--- src/rtl/time_of_day_pkg.sv ---
// rtl/time_of_day_pkg.sv - shared constants, types and helpers for the time-of-day clock
package time_of_day_pkg;

    localparam int CLK_DIV_DEFAULT = 50000000;

    // Packed BCD field: [7:4] tens digit, [3:0] units digit
    typedef logic [7:0] bcd8_t;

    localparam bcd8_t HOUR_MAX = 8'h23;
    localparam bcd8_t MIN_MAX  = 8'h59;
    localparam bcd8_t SEC_MAX  = 8'h59;

    // A preset field is legal when both digits are decimal and the value does not
    // exceed the field limit; with decimal digits a plain compare orders BCD correctly.
    function automatic logic bcd_field_valid(input bcd8_t value, input bcd8_t limit);
        return (value[7:4] <= 4'd9) && (value[3:0] <= 4'd9) && (value <= limit);
    endfunction

endpackage

--- src/rtl/time_of_day_if.sv ---
// rtl/time_of_day_if.sv - control, preset and time/pulse signals of the time-of-day clock
interface time_of_day_if;
    import time_of_day_pkg::*;

    logic  En;
    logic  load;
    bcd8_t set_hour;
    bcd8_t set_min;
    bcd8_t set_sec;
    bcd8_t hour;
    bcd8_t minute;
    bcd8_t second;
    logic  sec_cp;
    logic  day_cp;
    logic  load_err;

    modport master (
        output En, load, set_hour, set_min, set_sec,
        input  hour, minute, second, sec_cp, day_cp, load_err
    );

    modport slave (
        input  En, load, set_hour, set_min, set_sec,
        output hour, minute, second, sec_cp, day_cp, load_err
    );

endinterface

--- src/rtl/bcd_mod_counter.sv ---
// rtl/bcd_mod_counter.sv - two-digit packed-BCD modulo counter with load and carry-out
module bcd_mod_counter
    import time_of_day_pkg::*;
#(
    parameter bcd8_t MAX = 8'h59
) (
    input  logic  clk_i,
    input  logic  rst_i,
    input  logic  inc_i,
    input  logic  load_i,
    input  bcd8_t load_val_i,
    output bcd8_t count_o,
    output logic  carry_o
);

    bcd8_t count_q;
    bcd8_t count_d;

    // Next value: load beats increment; increment wraps at MAX, units 9 rolls into tens
    always_comb begin
        count_d = count_q;
        if (load_i) begin
            count_d = load_val_i;
        end else if (inc_i) begin
            if (count_q == MAX) begin
                count_d = 8'h00;
            end else if (count_q[3:0] == 4'd9) begin
                count_d = {count_q[7:4] + 4'd1, 4'd0};
            end else begin
                count_d = {count_q[7:4], count_q[3:0] + 4'd1};
            end
        end
    end

    // Counter register with synchronous reset
    always_ff @(posedge clk_i) begin
        if (rst_i) begin
            count_q <= 8'h00;
        end else begin
            count_q <= count_d;
        end
    end

    assign count_o = count_q;
    assign carry_o = inc_i && (count_q == MAX);

endmodule

--- src/rtl/time_of_day.sv ---
// rtl/time_of_day.sv - BCD hh:mm:ss clock with prescaler, validated preset and day pulse
module time_of_day
    import time_of_day_pkg::*;
#(
    parameter int CLK_DIV = CLK_DIV_DEFAULT
) (
    input  logic         cp,
    input  logic         CR,
    time_of_day_if.slave bus
);

    localparam int             PW     = (CLK_DIV > 2) ? $clog2(CLK_DIV) : 1;
    localparam logic [PW-1:0]  PS_MAX = PW'(CLK_DIV - 1);

    logic [PW-1:0] ps_q, ps_d;
    logic          sec_cp_q, sec_cp_d;
    logic          day_cp_q, day_cp_d;
    logic          load_err_q, load_err_d;

    logic  tick;
    logic  load_ok;
    logic  advance;
    logic  sec_carry, min_carry, hour_carry;
    bcd8_t sec_val, min_val, hour_val;

    assign load_ok = bus.load
                   && bcd_field_valid(bus.set_hour, HOUR_MAX)
                   && bcd_field_valid(bus.set_min,  MIN_MAX)
                   && bcd_field_valid(bus.set_sec,  SEC_MAX);

    // A strobe of load, legal or not, swallows a coincident tick
    assign tick    = bus.En && (ps_q == PS_MAX);
    assign advance = tick && !bus.load;

    // Prescaler and pulse next-state; a legal load restarts the second
    always_comb begin
        ps_d       = ps_q;
        sec_cp_d   = advance;
        day_cp_d   = hour_carry;
        load_err_d = bus.load && !load_ok;
        if (load_ok) begin
            ps_d = '0;
        end else if (bus.En && !bus.load) begin
            ps_d = (ps_q == PS_MAX) ? '0 : ps_q + PW'(1);
        end
    end

    // Prescaler and pulse registers; CR overrides everything including a pending tick
    always_ff @(posedge cp) begin
        if (CR) begin
            ps_q       <= '0;
            sec_cp_q   <= 1'b0;
            day_cp_q   <= 1'b0;
            load_err_q <= 1'b0;
        end else begin
            ps_q       <= ps_d;
            sec_cp_q   <= sec_cp_d;
            day_cp_q   <= day_cp_d;
            load_err_q <= load_err_d;
        end
    end

    bcd_mod_counter #(.MAX(SEC_MAX)) u_sec (
        .clk_i      (cp),
        .rst_i      (CR),
        .inc_i      (advance),
        .load_i     (load_ok),
        .load_val_i (bus.set_sec),
        .count_o    (sec_val),
        .carry_o    (sec_carry)
    );

    bcd_mod_counter #(.MAX(MIN_MAX)) u_min (
        .clk_i      (cp),
        .rst_i      (CR),
        .inc_i      (sec_carry),
        .load_i     (load_ok),
        .load_val_i (bus.set_min),
        .count_o    (min_val),
        .carry_o    (min_carry)
    );

    bcd_mod_counter #(.MAX(HOUR_MAX)) u_hour (
        .clk_i      (cp),
        .rst_i      (CR),
        .inc_i      (min_carry),
        .load_i     (load_ok),
        .load_val_i (bus.set_hour),
        .count_o    (hour_val),
        .carry_o    (hour_carry)
    );

    assign bus.second   = sec_val;
    assign bus.minute   = min_val;
    assign bus.hour     = hour_val;
    assign bus.sec_cp   = sec_cp_q;
    assign bus.day_cp   = day_cp_q;
    assign bus.load_err = load_err_q;

endmodule

--- src/flat_wrapper.sv ---
// flat-port wrapper written by rule: the top's interface ports become plain ports
module time_of_day_flat import time_of_day_pkg::*;
#(
    parameter int CLK_DIV = CLK_DIV_DEFAULT
)
  (cp, CR, bus_En, bus_load, bus_set_hour, bus_set_min, bus_set_sec, bus_hour, bus_minute, bus_second, bus_sec_cp, bus_day_cp, bus_load_err);
  time_of_day_if bus_i ();
  input  logic cp;
  input  logic CR;
  input wire logic [$bits(bus_i.En)-1:0] bus_En;
  input wire logic [$bits(bus_i.load)-1:0] bus_load;
  input wire logic [$bits(bus_i.set_hour)-1:0] bus_set_hour;
  input wire logic [$bits(bus_i.set_min)-1:0] bus_set_min;
  input wire logic [$bits(bus_i.set_sec)-1:0] bus_set_sec;
  output wire logic [$bits(bus_i.hour)-1:0] bus_hour;
  output wire logic [$bits(bus_i.minute)-1:0] bus_minute;
  output wire logic [$bits(bus_i.second)-1:0] bus_second;
  output wire logic [$bits(bus_i.sec_cp)-1:0] bus_sec_cp;
  output wire logic [$bits(bus_i.day_cp)-1:0] bus_day_cp;
  output wire logic [$bits(bus_i.load_err)-1:0] bus_load_err;
  assign bus_i.En = bus_En;
  assign bus_i.load = bus_load;
  assign bus_i.set_hour = bus_set_hour;
  assign bus_i.set_min = bus_set_min;
  assign bus_i.set_sec = bus_set_sec;
  assign bus_hour = bus_i.hour;
  assign bus_minute = bus_i.minute;
  assign bus_second = bus_i.second;
  assign bus_sec_cp = bus_i.sec_cp;
  assign bus_day_cp = bus_i.day_cp;
  assign bus_load_err = bus_i.load_err;
  time_of_day #(.CLK_DIV(CLK_DIV)) u_core (.cp(cp), .CR(CR), .bus(bus_i));
endmodule
--- config.mk ---
export PLATFORM = sky130hd
export DESIGN_NAME = time_of_day_flat
export DESIGN_NICKNAME = d
export VERILOG_FILES = /design/src/rtl/time_of_day_pkg.sv /design/src/rtl/time_of_day_if.sv /design/src/rtl/bcd_mod_counter.sv /design/src/rtl/time_of_day.sv /design/src/flat_wrapper.sv
export SDC_FILE = /design/constraint.sdc
export NUM_CORES = 1
export LEC_CHECK = 0
export ABC_AREA = 1
export BUFFER_PORTS_ARGS = -buffer_cell sky130_fd_sc_hd__buf_4
export CORE_MARGIN = 2
export CORE_UTILIZATION = 52
export CTS_CLUSTER_DIAMETER = 200
export DETAILED_ROUTE_END_ITERATION = 10
export PLACE_DENSITY = 0.77
export SLEW_MARGIN = 20
export SYNTH_ARGS = -nofsm -noshare
export SYNTH_HDL_FRONTEND = slang
export SYNTH_SLANG_ARGS = --single-unit
--- constraint.sdc ---
create_clock -name cp -period 1.5 [get_ports cp]
set_input_delay 0.075 -clock cp [delete_from_list [all_inputs] [get_ports cp]]
set_output_delay 0.075 -clock cp [all_outputs]
set_load 0.01 [all_outputs]
Word level (Yosys, flattened, before mapping). Cells that the tools add are included.

Add/subtract/negate cells: 7. $mul: 0. Div/mod/pow operators: 0. $lt $le $gt $ge: 9. Eq/ne operators: 7. Shift operators: 0. Multiplexer cells: 13. Bitwise operators: 0. Reductions and logical operators: 28.

Operators with widths (number): two-way mux 8 bit (12); adder 26 x 1 -> 26 bit, second input constant (1); equality test 26 bit, second input constant (1); two-way mux 26 bit (1); adder 4 x 1 -> 4 bit, second input constant (6); less-or-equal comparator 4 bit, second input constant (6); equality test 8 x 7 -> 1 bit, second input constant (2); less-or-equal comparator 8 x 7 -> 1 bit, second input constant (2); logical AND 1 bit (16); equality test 4 bit, second input constant (3); nonzero test 3 bit (3); equality test 8 x 6 -> 1 bit, second input constant (1); less-or-equal comparator 8 x 6 -> 1 bit, second input constant (1); AND reduction 2 bit (3); nonzero test 2 bit (3); logical NOT 1 bit (2); OR reduction 2 bit (1).

Bits in registers: 53. Bits in latches: 0. Memory bits (writable): 0. Memory bits (read-only): 0. Output and inout bits: 27. Word-level logic and storage cells: 74. Memories kept: 0.

Longest topological paths before layout. Gate-level depths: netlist of run 1.

Depth after elaboration: 8. Gate-level depth with buffers: 13. Gate-level depth less buffers: 13.

Modules after synthesis. A second synthesis of run 1 with hierarchy kept.

Cell total of the unflattened synthesis: 532. Area total of the unflattened synthesis: 3487.1 um2.

By module, submodules not included: time_of_day (times used 1, cells each 264, area each 1771.7 um2); bcd_mod_counter at u_core.u_min ... (times used 2, cells each 89, area each 550.5 um2); bcd_mod_counter at u_core.u_hour (times used 1, cells each 90, area each 614.3 um2).

Least setup slack after synthesis of run 1. Ideal clock, no wire load.

Path type: register to register. Start point: register u_core.u_sec.count_q[0], in the netlist u_core.u_sec.count_o[0]. End point: register u_core.u_min.count_q[4], in the netlist u_core.u_min.count_o[4]. Data arrival time: 1.483 ns. Required time: 1.387 ns. Path slack: -0.096 ns. Stages on the path, launching flop included: 9. Clock period less this slack: 1.596 ns. Cells stage by stage: dfxtp_1 ha_1 nand3_2 nor2_2 nand3_2 nand2_4 nand2_4 o21ai_1 nor2_1.

Cells in the longest elaborated chain, start to end: 4.

Ends and longest elaborated chain: start: declaration (RTL line bcd_mod_counter.sv:16) `bcd8_t count_q;`; start signal: assignment (RTL line bcd_mod_counter.sv:40) `count_q <= count_d;`; equality test 8 x 7 -> 1 bit (RTL line bcd_mod_counter.sv:45) `assign carry_o = inc_i && (count_q == MAX);`; logical AND 1 bit (RTL line bcd_mod_counter.sv:45); nonzero test 2 bit (no source line); AND reduction 2 bit (no source line); end signal: assignment (RTL line bcd_mod_counter.sv:40); end: declaration (RTL line bcd_mod_counter.sv:16).

Every way passes these cells. A chain may end at the register's enable or synchronous reset.

Final worst setup path of run 1.
Start point: register u_core.ps_q[17]. End point: register u_core.u_min.count_q[2], in the netlist u_core.u_min.count_o[2].

Cells in the longest elaborated chain, start to end: 5.

Ends and longest elaborated chain: start: declaration (RTL line time_of_day.sv:15) `logic [PW-1:0] ps_q, ps_d;`; start signal: assignment (RTL line time_of_day.sv:56) `ps_q <= ps_d;`; equality test 26 bit (RTL line time_of_day.sv:32) `assign tick = bus.En && (ps_q == PS_MAX);`; logical AND 1 bit (RTL line time_of_day.sv:32); logical AND 1 bit (RTL line time_of_day.sv:33) `assign advance = tick && !bus.load;`; logical AND 1 bit (RTL line bcd_mod_counter.sv:45); nonzero test 2 bit (no source line).

Every way passes these cells.

==> results of run 1 <==
-- metrics by stage --
step | util [%] | instances | setup TNS [ps]
2_1_floorplan | - | 506 | 0
3_3_place_gp | 69.1 | 693 | -293
3_5_place_dp | 69.1 | 693 | -1570
4_1_cts | 74.0 | 710 | -345
5_1_grt | 79.3 | 715 | -6660
6_report | 79.3 | 715 | -3690
-- power groups by stage --
stage,clock network [W],logic (W),registers (W)
after global placement,0,0.000194,0.00145
after CTS,0.00117,0.000202,0.00142
final,0.00116,0.000219,0.00141
after detailed placement,0,0.000197,0.00145
after floorplan,0,0.0000785,0.00145
after global routing,0.00123,0.000234,0.00142
-- cell usage in the layout (no fill, tap or decap), types with 3 or more instances in the layout --
cell type	synthesis	routed
buf_4	0	121
nand2_1	105	93
nor2_1	92	78
inv_1	48	40
dfxtp_1	53	29
dfxtp_2	0	23
nand3_1	32	19
nand2_2	12	19
a21oi_1	20	16
xor2_1	15	15
inv_2	9	15
o21ai_1	12	15
nand3_2	3	13
nor2_4	3	12
nor2_2	6	11
o21ai_0	17	11
nand2_4	4	9
nand4_1	9	9
buf_6	2	8
nand3b_1	7	7
xnor2_1	7	7
ha_1	11	7
nor3_2	2	6
a21oi_2	1	5
clkbuf_8	0	5
o21ai_2	1	4
nor3_4	1	3
nand3_4	0	3
-- cell families (layout without fill, tap and decap cells) --
| kind of cell | count (synthesis) | after routing | synth area share (%) |
|---|---|---|---|
| xor gates and xnor gates | 22 | 22 | 5.61 |
| AOI/OAI and AO/OA | 59 | 59 | 9.84 |
| buffers and inverters | 66 | 198 | 7.91 |
| and+or+nand+nor | 295 | 295 | 41.7 |
| adders and majority gates | 11 | 11 | 4.01 |
| DFF | 53 | 53 | 30.9 |
-- path summary, 6_finish.rpt --
kind                            slack (ps)                       to               startpoint  cells past startpoint
worst max-delay path                  -230  u_core.u_min.count_o[2]          u_core.ps_q[17]                     11
worst min-delay path                    30      u_core.bus.load_err                 bus_load                      3
worst max register to register        -230  u_core.u_min.count_o[2]          u_core.ps_q[17]                     11
worst min register to register         510  u_core.u_sec.count_o[7]  u_core.u_sec.count_o[7]                      2
-- worst min-delay path, cell delays in order --
cell	delay, ps
buf_4	80
inv_1	50
nor2_1	100
-- what timing repair did --
item | in CTS | in global routing
pin swaps | 24 | 35
setup buffers | 9 | 6
hold endpoints to repair | 0 | 0
resized for setup | 40 | 84
setup endpoints to repair | 41 | 46
hold buffers | 0 | 0
-- layer usage --
layer  share of wire (%)  track usage, %
met1                  38            34.7
met2                  51            48.2
met3                 7.6            4.09
met4                 3.5            8.95
met5                   0               0
-- state kept, by name, summed over array words and instances (netlist names) --
name                   flops
u_core.bus.day_cp          1
u_core.bus.load_err        1
u_core.bus.sec_cp          1
u_core.ps_q               26
u_core.u_hour.count_o      8
u_core.u_min.count_o       8
u_core.u_sec.count_o       8
-- layout make-up --
type	count	area, um2	area share [%]
timing repair buffer	131	1040	20.6
inverter	59	233	4.62
clock inverter	3	65.1	1.29
clock buffer	5	68.8	1.37
tap	77	96.3	1.91
sequential	53	1090	21.7
multi-input combinational	387	2440	48.4
==> results.py, run 1 <==
metrics = {
    "power_and_ir_drop": {
        "comb_power_share_pct": 7.9,
        "internal_power_w": 0.00217,
        "switching_share_pct": 22.1,
        "finalPower_w": 0.00279,
        "pwr_density_cell_mw_per_mm2": 555,
        "power_leakage_nw": 2.37,
        "p_switching_w": 0.000617,
        "clock_power_share_pct": 41.5,
        "ir_drop_v": 0.000460,
        "seqPwrFrac_pct": 50.7,
    },
    "grt": {
        "grt_antenna_before_repair": 0,
        "grt_max_degree": 18,
        "grt_util_all_layers_pct": 27.6,
        "globalRouteOverflowTotal": 0,
        "grt_pass1_vias": 3651,
        "grt_pass1_wl_um": 16300,
    },
    "yosys": {
        "synth_cells": 506,
        "syn_nets": 545,
        "synth.distinct_cells": 46,
        "synth_edf_count": 0,
        "synthArstFlopShare_pct": 0,
        "synth_area_mm2": 0.00343,
        "ys.flop_type": "dfxtp_1",
        "ys_top_cells_by_count": "105 x nand2_1, 92 x nor2_1, 53 x dfxtp_1, 48 x inv_1, 32 x nand3_1",
        "yosys_warnings": 0,
        "synth_top_area_share_pct": 30.9,
        "ys_seq_area_share_pct": 30.9,
        "synth_largest_area_cell": "dfxtp_1",
        "synth_area_leaders": "dfxtp_1 31%, nand2_1 11%, nor2_1 10%",
        "yosysMostFrequentCell": "nand2_1",
        "syn_avg_cell_area_um2": 6.78,
        "yosys_register_bits": 53,
    },
    "drt": {
        "ant_nets": 0,
        "vias": 4052,
        "via_per_inst": 5.67,
        "drt-wirelength-per-cell_um": 15.9,
        "firstDrtPassIters": 7,
        "drt_iter0_drc": 306,
        "wl_um": 11300,
        "drc": 0,
    },
    "timing": {
        "rsz0062_at_grt": "yes",
        "setup_slack_ps": -232,
        "layout_min_cycle_time_ps": 1730,
        "fin_crit_sh_pct": 115,
        "worstMarginPinSlew_ps": 345,
        "setup-violations-final": 32,
        "finClkSkew_ps": 8.08,
        "timing.fmax_mhz": 577,
        "report.final.slew_viol_count": 0,
        "timing.slew.headroom_pct": 77.0,
        "hold_violations": 0,
        "holdWs_ps": 29.7,
    },
    "cts": {
        "h-tree-depth": 2,
        "cts_tree": "built",
        "numCtsBuffers": 5,
        "cts-root-buf": "clkbuf_8",
        "clockBufferDepth": 2,
        "clk_pin_slew_worst_paths_ps": 100,
        "clk_latency_ps": 310,
        "cts_sinks": 53,
    },
    "place": {
        "dp_hpwl_um": 7250,
        "pre_cts_ws_ps": -91.9,
        "place_area_mm2": 0.00439,
        "port_buffers": 54,
        "gp_congestion": 0.938,
    },
    "worst_setup_path": {
        "crit_required_ps": 1740,
        "end_kind": "flip-flop",
        "critPathLaunchType": "flip-flop",
        "crit_arrival_ps": 1970,
        "path_cells": "inv_2 -> nor2_1 -> nand2_1 -> nor2_2 -> nand2_2 -> nor2_4 -> nand3_4 -> nand2_4 -> buf_12 -> nand3_2 -> a21oi_2",
        "slowest_stage": "dfxtp_2",
        "worst-path-max-fanout": 4,
        "path_class": "flip-flop to flip-flop",
        "cpPeakStageDelay_ps": 350,
        "path_delay_family": "simple AND/OR/NAND/NOR gates",
        "cp.buffers_inverters": 2,
    },
    "floorplanning": {
        "dieWidth_um": 85.2,
        "die_area_mm2": 0.00727,
        "row_count": 29,
        "die_h_um": 85.2,
        "initial_core_util_pct": 54.0,
        "io_pins": 55,
        "fp.coreArea_mm2": 0.00635,
    },
    "worst_hold_path": {
        "hp-class": "input port to flip-flop",
    },
    "cells_and_area": {
        "nNetsFinal": 676,
        "drive_gt1_share_pct": 44.2,
        "final_area_mm2": 0.00503,
        "nFillCells": 401,
        "areaGrowthSynthToFinish_pct": 46.7,
        "antenna_cells": 0,
    },
    "run_status": {
        "status": "finished with violations",
        "violations": "setup timing",
    },
    "flow_run": {
        "cap_violations": 0,
    },
}
Power figures use the tool's default switching activity.
==> run 2: changes to the inputs <==
Settings changed: CORE_UTILIZATION 52 to 57, MAX_ROUTING_LAYER set to met4, PLACE_DENSITY 0.77 to 0.8.
Clock period 1.5 ns to 1.7 ns, I/O delays scaled along.
==> results.py, run 2 (synthesis gave the netlist of run 1 again) <==
metrics = {
    "run_status": {
        "status": "complete, no violations",
    },
    "cells_and_area": {
        "multiInputGateArea_mm2": 0.00219,
        "stdcell_count": 665,
        "drive_gt1_share_pct": 30.8,
        "nFillCells": 481,
        "regMostFlops": "u_core.ps_q",
        "layout_commonest_cell": "nand2_1",
        "ff_latch_area_mm2": 0.00109,
        "nNetsFinal": 628,
        "largest_register_ffs": 26,
        "antenna_cells": 0,
        "layout_common_cells": "100 x nand2_1, 84 x nor2_1, 81 x buf_4, 46 x inv_1, 34 x dfxtp_1",
        "final_util_pct": 73.8,
        "areaGrowthSynthToFinish_pct": 26.6,
    },
    "worst_hold_path": {
        "min_from": "CR",
        "hp-class": "input port to flip-flop",
    },
    "timing": {
        "finClkSkew_ps": 13.0,
        "timing.fmax_mhz": 602,
        "timing.slew.headroom_pct": 76.8,
        "hold_violations": 0,
        "holdWs_ps": 29.8,
        "layout_min_cycle_time_ps": 1660,
        "setup-violations-final": 0,
        "worstMarginPinSlew_ps": 345,
        "setup_slack_ps": 39.5,
        "report.final.slew_viol_count": 0,
        "fin_crit_sh_pct": 97.7,
    },
    "place": {
        "dp_hpwl_um": 6820,
        "dp.cells": 653,
        "port_buffers": 54,
        "pre_cts_ws_ps": 31.9,
        "gp_congestion": 0.940,
    },
    "drt": {
        "vias": 3607,
        "drc": 0,
        "ant_nets": 0,
        "firstDrtPassIters": 5,
        "drt_iter0_drc": 329,
        "drt-wirelength-per-cell_um": 14.0,
        "wl_um": 9280,
        "via_per_inst": 5.42,
    },
    "worst_setup_path": {
        "crit_required_ps": 1910,
        "worst-path-max-fanout": 8,
        "rr_endpoint": "u_core.u_hour.count_o[7]",
        "worst_r2r_startpoint": "u_core.ps_q[21]",
        "endpoint": "u_core.u_hour.count_o[7]",
        "end_kind": "flip-flop",
        "reg2reg_slack_ps": 40,
        "critPathLaunch": "u_core.ps_q[21]",
        "path_class": "flip-flop to flip-flop",
        "reg2reg_depth": 11,
        "crit_arrival_ps": 1870,
        "critPathLaunchType": "flip-flop",
    },
    "cts": {
        "cts_sinks": 53,
        "cts-root-buf": "clkbuf_8",
        "cts_tree": "built",
        "clockBufferDepth": 2,
        "h-tree-depth": 2,
        "clk_pin_slew_worst_paths_ps": 110,
        "clk_latency_ps": 320,
        "postCtsHoldBufs": 0,
        "numCtsBuffers": 5,
    },
    "grt": {
        "grt_pass1_vias": 3172,
        "globalRouteOverflowTotal": 0,
        "grt_util_all_layers_pct": 28.5,
        "grt_max_degree": 18,
        "grt_antenna_before_repair": 0,
        "grt_pass1_wl_um": 14400,
    },
    "floorplanning": {
        "initial_core_util_pct": 58.3,
        "row_count": 28,
        "dieWidth_um": 81.6,
        "io_pins": 55,
        "fp.coreArea_mm2": 0.00589,
        "die_area_mm2": 0.00666,
        "die_h_um": 81.6,
    },
    "power_and_ir_drop": {
        "power_leakage_nw": 2.02,
        "ir_drop_v": 0.000366,
        "pwr_density_cell_mw_per_mm2": 530,
    },
    "flow_run": {
        "cap_violations": 0,
    },
}
## run 2: cell types whose count changed in the layout (fill, tap and decap cells not counted), moves of 6 or more
cell / before / now
buf_4: 121 / 81
nor2_1: 78 / 84
nand3_2: 13 / 6
inv_1: 40 / 46
nor3_1: 1 / 7
buf_6: 8 / 2
nand3_1: 19 / 29
nand2_1: 93 / 100
nor2_4: 12 / 6
## run 2: worst min path at each step
stage / end / slack (ps) / cells after the start
after floorplan: u_core.bus.load_err / 240 / 2
after global placement: u_core.bus.load_err / 360 / 3
after detailed placement: u_core.u_min.count_o[0] / 360 / 2
after CTS: u_core.u_min.count_o[0] / 20 / 2
after global routing: u_core.u_sec.count_o[2] / 30 / 2
final: u_core.u_min.count_o[0] / 30 / 2
## run 2: timing repair
item,CTS,global route
setup buffers,0,4
endpoints found under the setup margin,0,39
resized for setup,0,52
endpoints found under the hold margin,0,0
## run 2: report_power, final
| group | switching (W) | internal (W) |
|---|---|---|
| Sequential | 0.00000465 | 0.00124 |
| Combinational | 0.0000906 | 0.0000773 |
| Clock | 0.000442 | 0.000443 |
| Total | 0.000537 | 0.00176 |
## run 2: per-stage QoR
stage / setup TNS (ps) / power (W) / area, um2
after floorplan: 0 / 0.00135 / 3430
after global placement: 0 / 0.00144 / 4070
after detailed placement: 0 / 0.00144 / 4070
after CTS: 0 / 0.00231 / 4190
after global routing: -229 / 0.00237 / 4340
final: 0 / 0.00230 / 4340
## run 2: final cells by class
cell class | instances | share of cell area [%]
flip-flops and latches | 53 | 25.0
repair buffers | 83 | 14.5
inverters | 59 | 5.27
clock buffers | 6 | 1.67
clock inverters | 2 | 0.893
well taps | 75 | 2.16
multi-input cells | 387 | 50.5
## run 2: critical path, stage by stage (launching register included)
cell,delay (ps)
dfxtp_2,360
nand2_1,60
inv_1,100
nand2_2,110
nor2_2,150
nand2_2,90
nor2_4,180
nand4_4,160
nand2_4,160
nand3_2,90
nand2_2,60
nor2_1,40
## run 2: layer usage
layer / global-route usage (%) / up-vias / routed length (um)
met1: 39.6 / 1665 / 4060
li1: - / 1782 / -
met3: 3.63 / 8 / 656
met4: 6.50 / 0 / 81
met5: - / - / 0
met2: 44.5 / 152 / 4480
==> run 3: changes to the inputs <==
Settings changed: CORE_UTILIZATION 57 to 52, PLACE_DENSITY 0.8 to 0.77.
Clock period 1.7 ns to 1.4 ns, I/O delays scaled along.
==> results.py, run 3 (synthesis gave the netlist of run 1 again) <==
metrics = {
    "run_status": {
        "status": "finished with violations",
        "violations": "setup timing",
    },
    "worst_setup_path": {
        "rr_endpoint": "u_core.u_sec.count_o[3]",
        "worst_r2r_startpoint": "u_core.ps_q[6]",
        "path_class": "flip-flop to flip-flop",
        "path_cells": "inv_2 -> nor2_1 -> nand2_1 -> nor2_2 -> nand2_2 -> nor2_4 -> nand2_4 -> nand2_4 -> inv_6 -> nand2_2 -> nand2_1 -> nor2_1 -> nor2_1",
        "reg2reg_depth": 13,
        "cpPeakStageDelay_ps": 360,
        "reg2reg_slack_ps": -350,
        "worst-path-max-fanout": 4,
        "crit_required_ps": 1610,
        "end_kind": "flip-flop",
        "crit_arrival_ps": 1970,
        "slowest_stage": "dfxtp_2",
        "critPathLaunchType": "flip-flop",
        "cp_common_cell": "nor2_1",
    },
    "power_and_ir_drop": {
        "ir_drop_v": 0.000601,
        "pwr_density_cell_mw_per_mm2": 554,
        "power_leakage_nw": 2.63,
    },
    "timing": {
        "rsz0062_at_grt": "yes",
        "timing.slew.headroom_pct": 79.1,
        "layout_min_cycle_time_ps": 1750,
        "fin_crit_sh_pct": 125,
        "holdWs_ps": 8.09,
        "hold_violations": 0,
        "report.final.slew_viol_count": 0,
        "timing.fmax_mhz": 570,
        "finClkSkew_ps": 13.5,
        "setup_slack_ps": -354,
        "setup-violations-final": 50,
        "worstMarginPinSlew_ps": 311,
    },
    "grt": {
        "grt_pass1_wl_um": 17200,
        "globalRouteOverflowTotal": 0,
        "grt_util_all_layers_pct": 30.0,
        "grt_pass1_vias": 4006,
        "grt_max_degree": 18,
        "grt_antenna_before_repair": 0,
    },
    "cts": {
        "clk_pin_slew_worst_paths_ps": 110,
        "numCtsBuffers": 5,
        "cts_tree": "built",
        "cts_sinks": 53,
        "cts-root-buf": "clkbuf_8",
        "clk_latency_ps": 320,
        "clockBufferDepth": 2,
        "h-tree-depth": 2,
    },
    "place": {
        "gp_congestion": 0.959,
        "port_buffers": 54,
        "dp.cells": 724,
        "dp_hpwl_um": 7520,
    },
    "drt": {
        "wl_um": 12200,
        "drc": 0,
        "drt_iter0_drc": 259,
        "vias": 4131,
        "drt-wirelength-per-cell_um": 16.2,
        "ant_nets": 0,
        "firstDrtPassIters": 5,
        "via_per_inst": 5.50,
    },
    "cells_and_area": {
        "layout_common_cells": "158 x buf_4, 92 x nand2_1, 76 x nor2_1, 43 x inv_1, 26 x dfxtp_1",
        "largest_register_ffs": 26,
        "nNetsFinal": 712,
        "layout_commonest_cell": "buf_4",
        "regMostFlops": "u_core.ps_q",
        "ff_latch_area_mm2": 0.00111,
        "nFillCells": 365,
        "drive_gt1_share_pct": 47.3,
        "antenna_cells": 0,
        "multiInputGateArea_mm2": 0.00251,
        "stdcell_count": 751,
        "areaGrowthSynthToFinish_pct": 56.8,
    },
    "worst_hold_path": {
        "hp-class": "input port to flip-flop",
        "min_path_cells": 3,
        "worstHoldEndpoint": "u_core.bus.load_err",
        "min_from": "bus_load",
    },
    "floorplanning": {
        "die_h_um": 85.2,
        "dieWidth_um": 85.2,
        "die_area_mm2": 0.00727,
        "fp.coreArea_mm2": 0.00635,
        "row_count": 29,
        "io_pins": 55,
        "initial_core_util_pct": 54.0,
    },
    "flow_run": {
        "cap_violations": 0,
    },
}
[run 3: worst max-delay path, delay by kind of cell, from the launching register on]
family / cells / cell delay (ps)
simple gates: 11 / 1150
flops: 1 / 360
buf+inv: 2 / 130
[run 3: per-stage QoR]
stage / power (W) / utilization, % / setup TNS, ps / instance area (um2) / worst slack, ps
floorplan: 0.00164 / - / -30.8 / 3520 / -19.2
CTS: 0.00294 / 79.9 / -4080 / 5070 / -169
global route: 0.00304 / 84.8 / -11720 / 5380 / -449
finish: 0.00298 / 84.8 / -8620 / 5380 / -354
global placement: 0.00177 / 74.0 / -3460 / 4700 / -191
detailed placement: 0.00178 / 74.0 / -4840 / 4700 / -236
[run 3: layout make-up]
| cell class | count | share of cell area (%) |
|---|---|---|
| Tap cell | 77 | 1.79 |
| Inverter | 59 | 4.49 |
| Sequential cell | 53 | 20.7 |
| Multi-Input combinational cell | 387 | 46.6 |
| Clock buffer | 6 | 1.74 |
| Clock inverter | 2 | 0.651 |
| Timing Repair Buffer | 167 | 24.1 |
[run 3: how the worst max path moves through the flow]
stage                        start                        to  slack (ps)  cells past startpoint
floorplan           u_core.ps_q[0]   u_core.u_sec.count_o[7]         -20                     10
global placement    u_core.ps_q[8]           u_core.ps_q[17]        -190                      9
detailed placement  u_core.ps_q[8]           u_core.ps_q[17]        -240                      9
CTS                 u_core.ps_q[0]  u_core.u_hour.count_o[7]        -170                     10
global route        u_core.ps_q[6]   u_core.u_sec.count_o[3]        -450                     13
finish              u_core.ps_q[6]   u_core.u_sec.count_o[3]        -350                     13
[run 3: repair_timing]
item	in CTS	in global routing
hold endpoints to repair	0	0
pin swaps	29	40
setup buffers	9	12
setup endpoints to repair	49	50
hold buffers	0	0
resized for setup	55	70
[run 3: power breakdown]
part	internal (W)	switching (W)	total [W]
logic	0.000130	0.000137	0.000266
clock network	0.000640	0.000571	0.00121
registers	0.00150	0.00000595	0.00151
total	0.00227	0.000713	0.00298
[run 3: metal layers]
| metal | up-vias | global-route usage (%) | wire (um) |
|---|---|---|---|
| li1 | 1957 | - | - |
| met4 | 0 | 15.0 | 487 |
| met2 | 171 | 55.0 | 6540 |
| met1 | 1948 | 31.0 | 4610 |
| met5 | - | - | 0 |
| met3 | 55 | 4.09 | 557 |
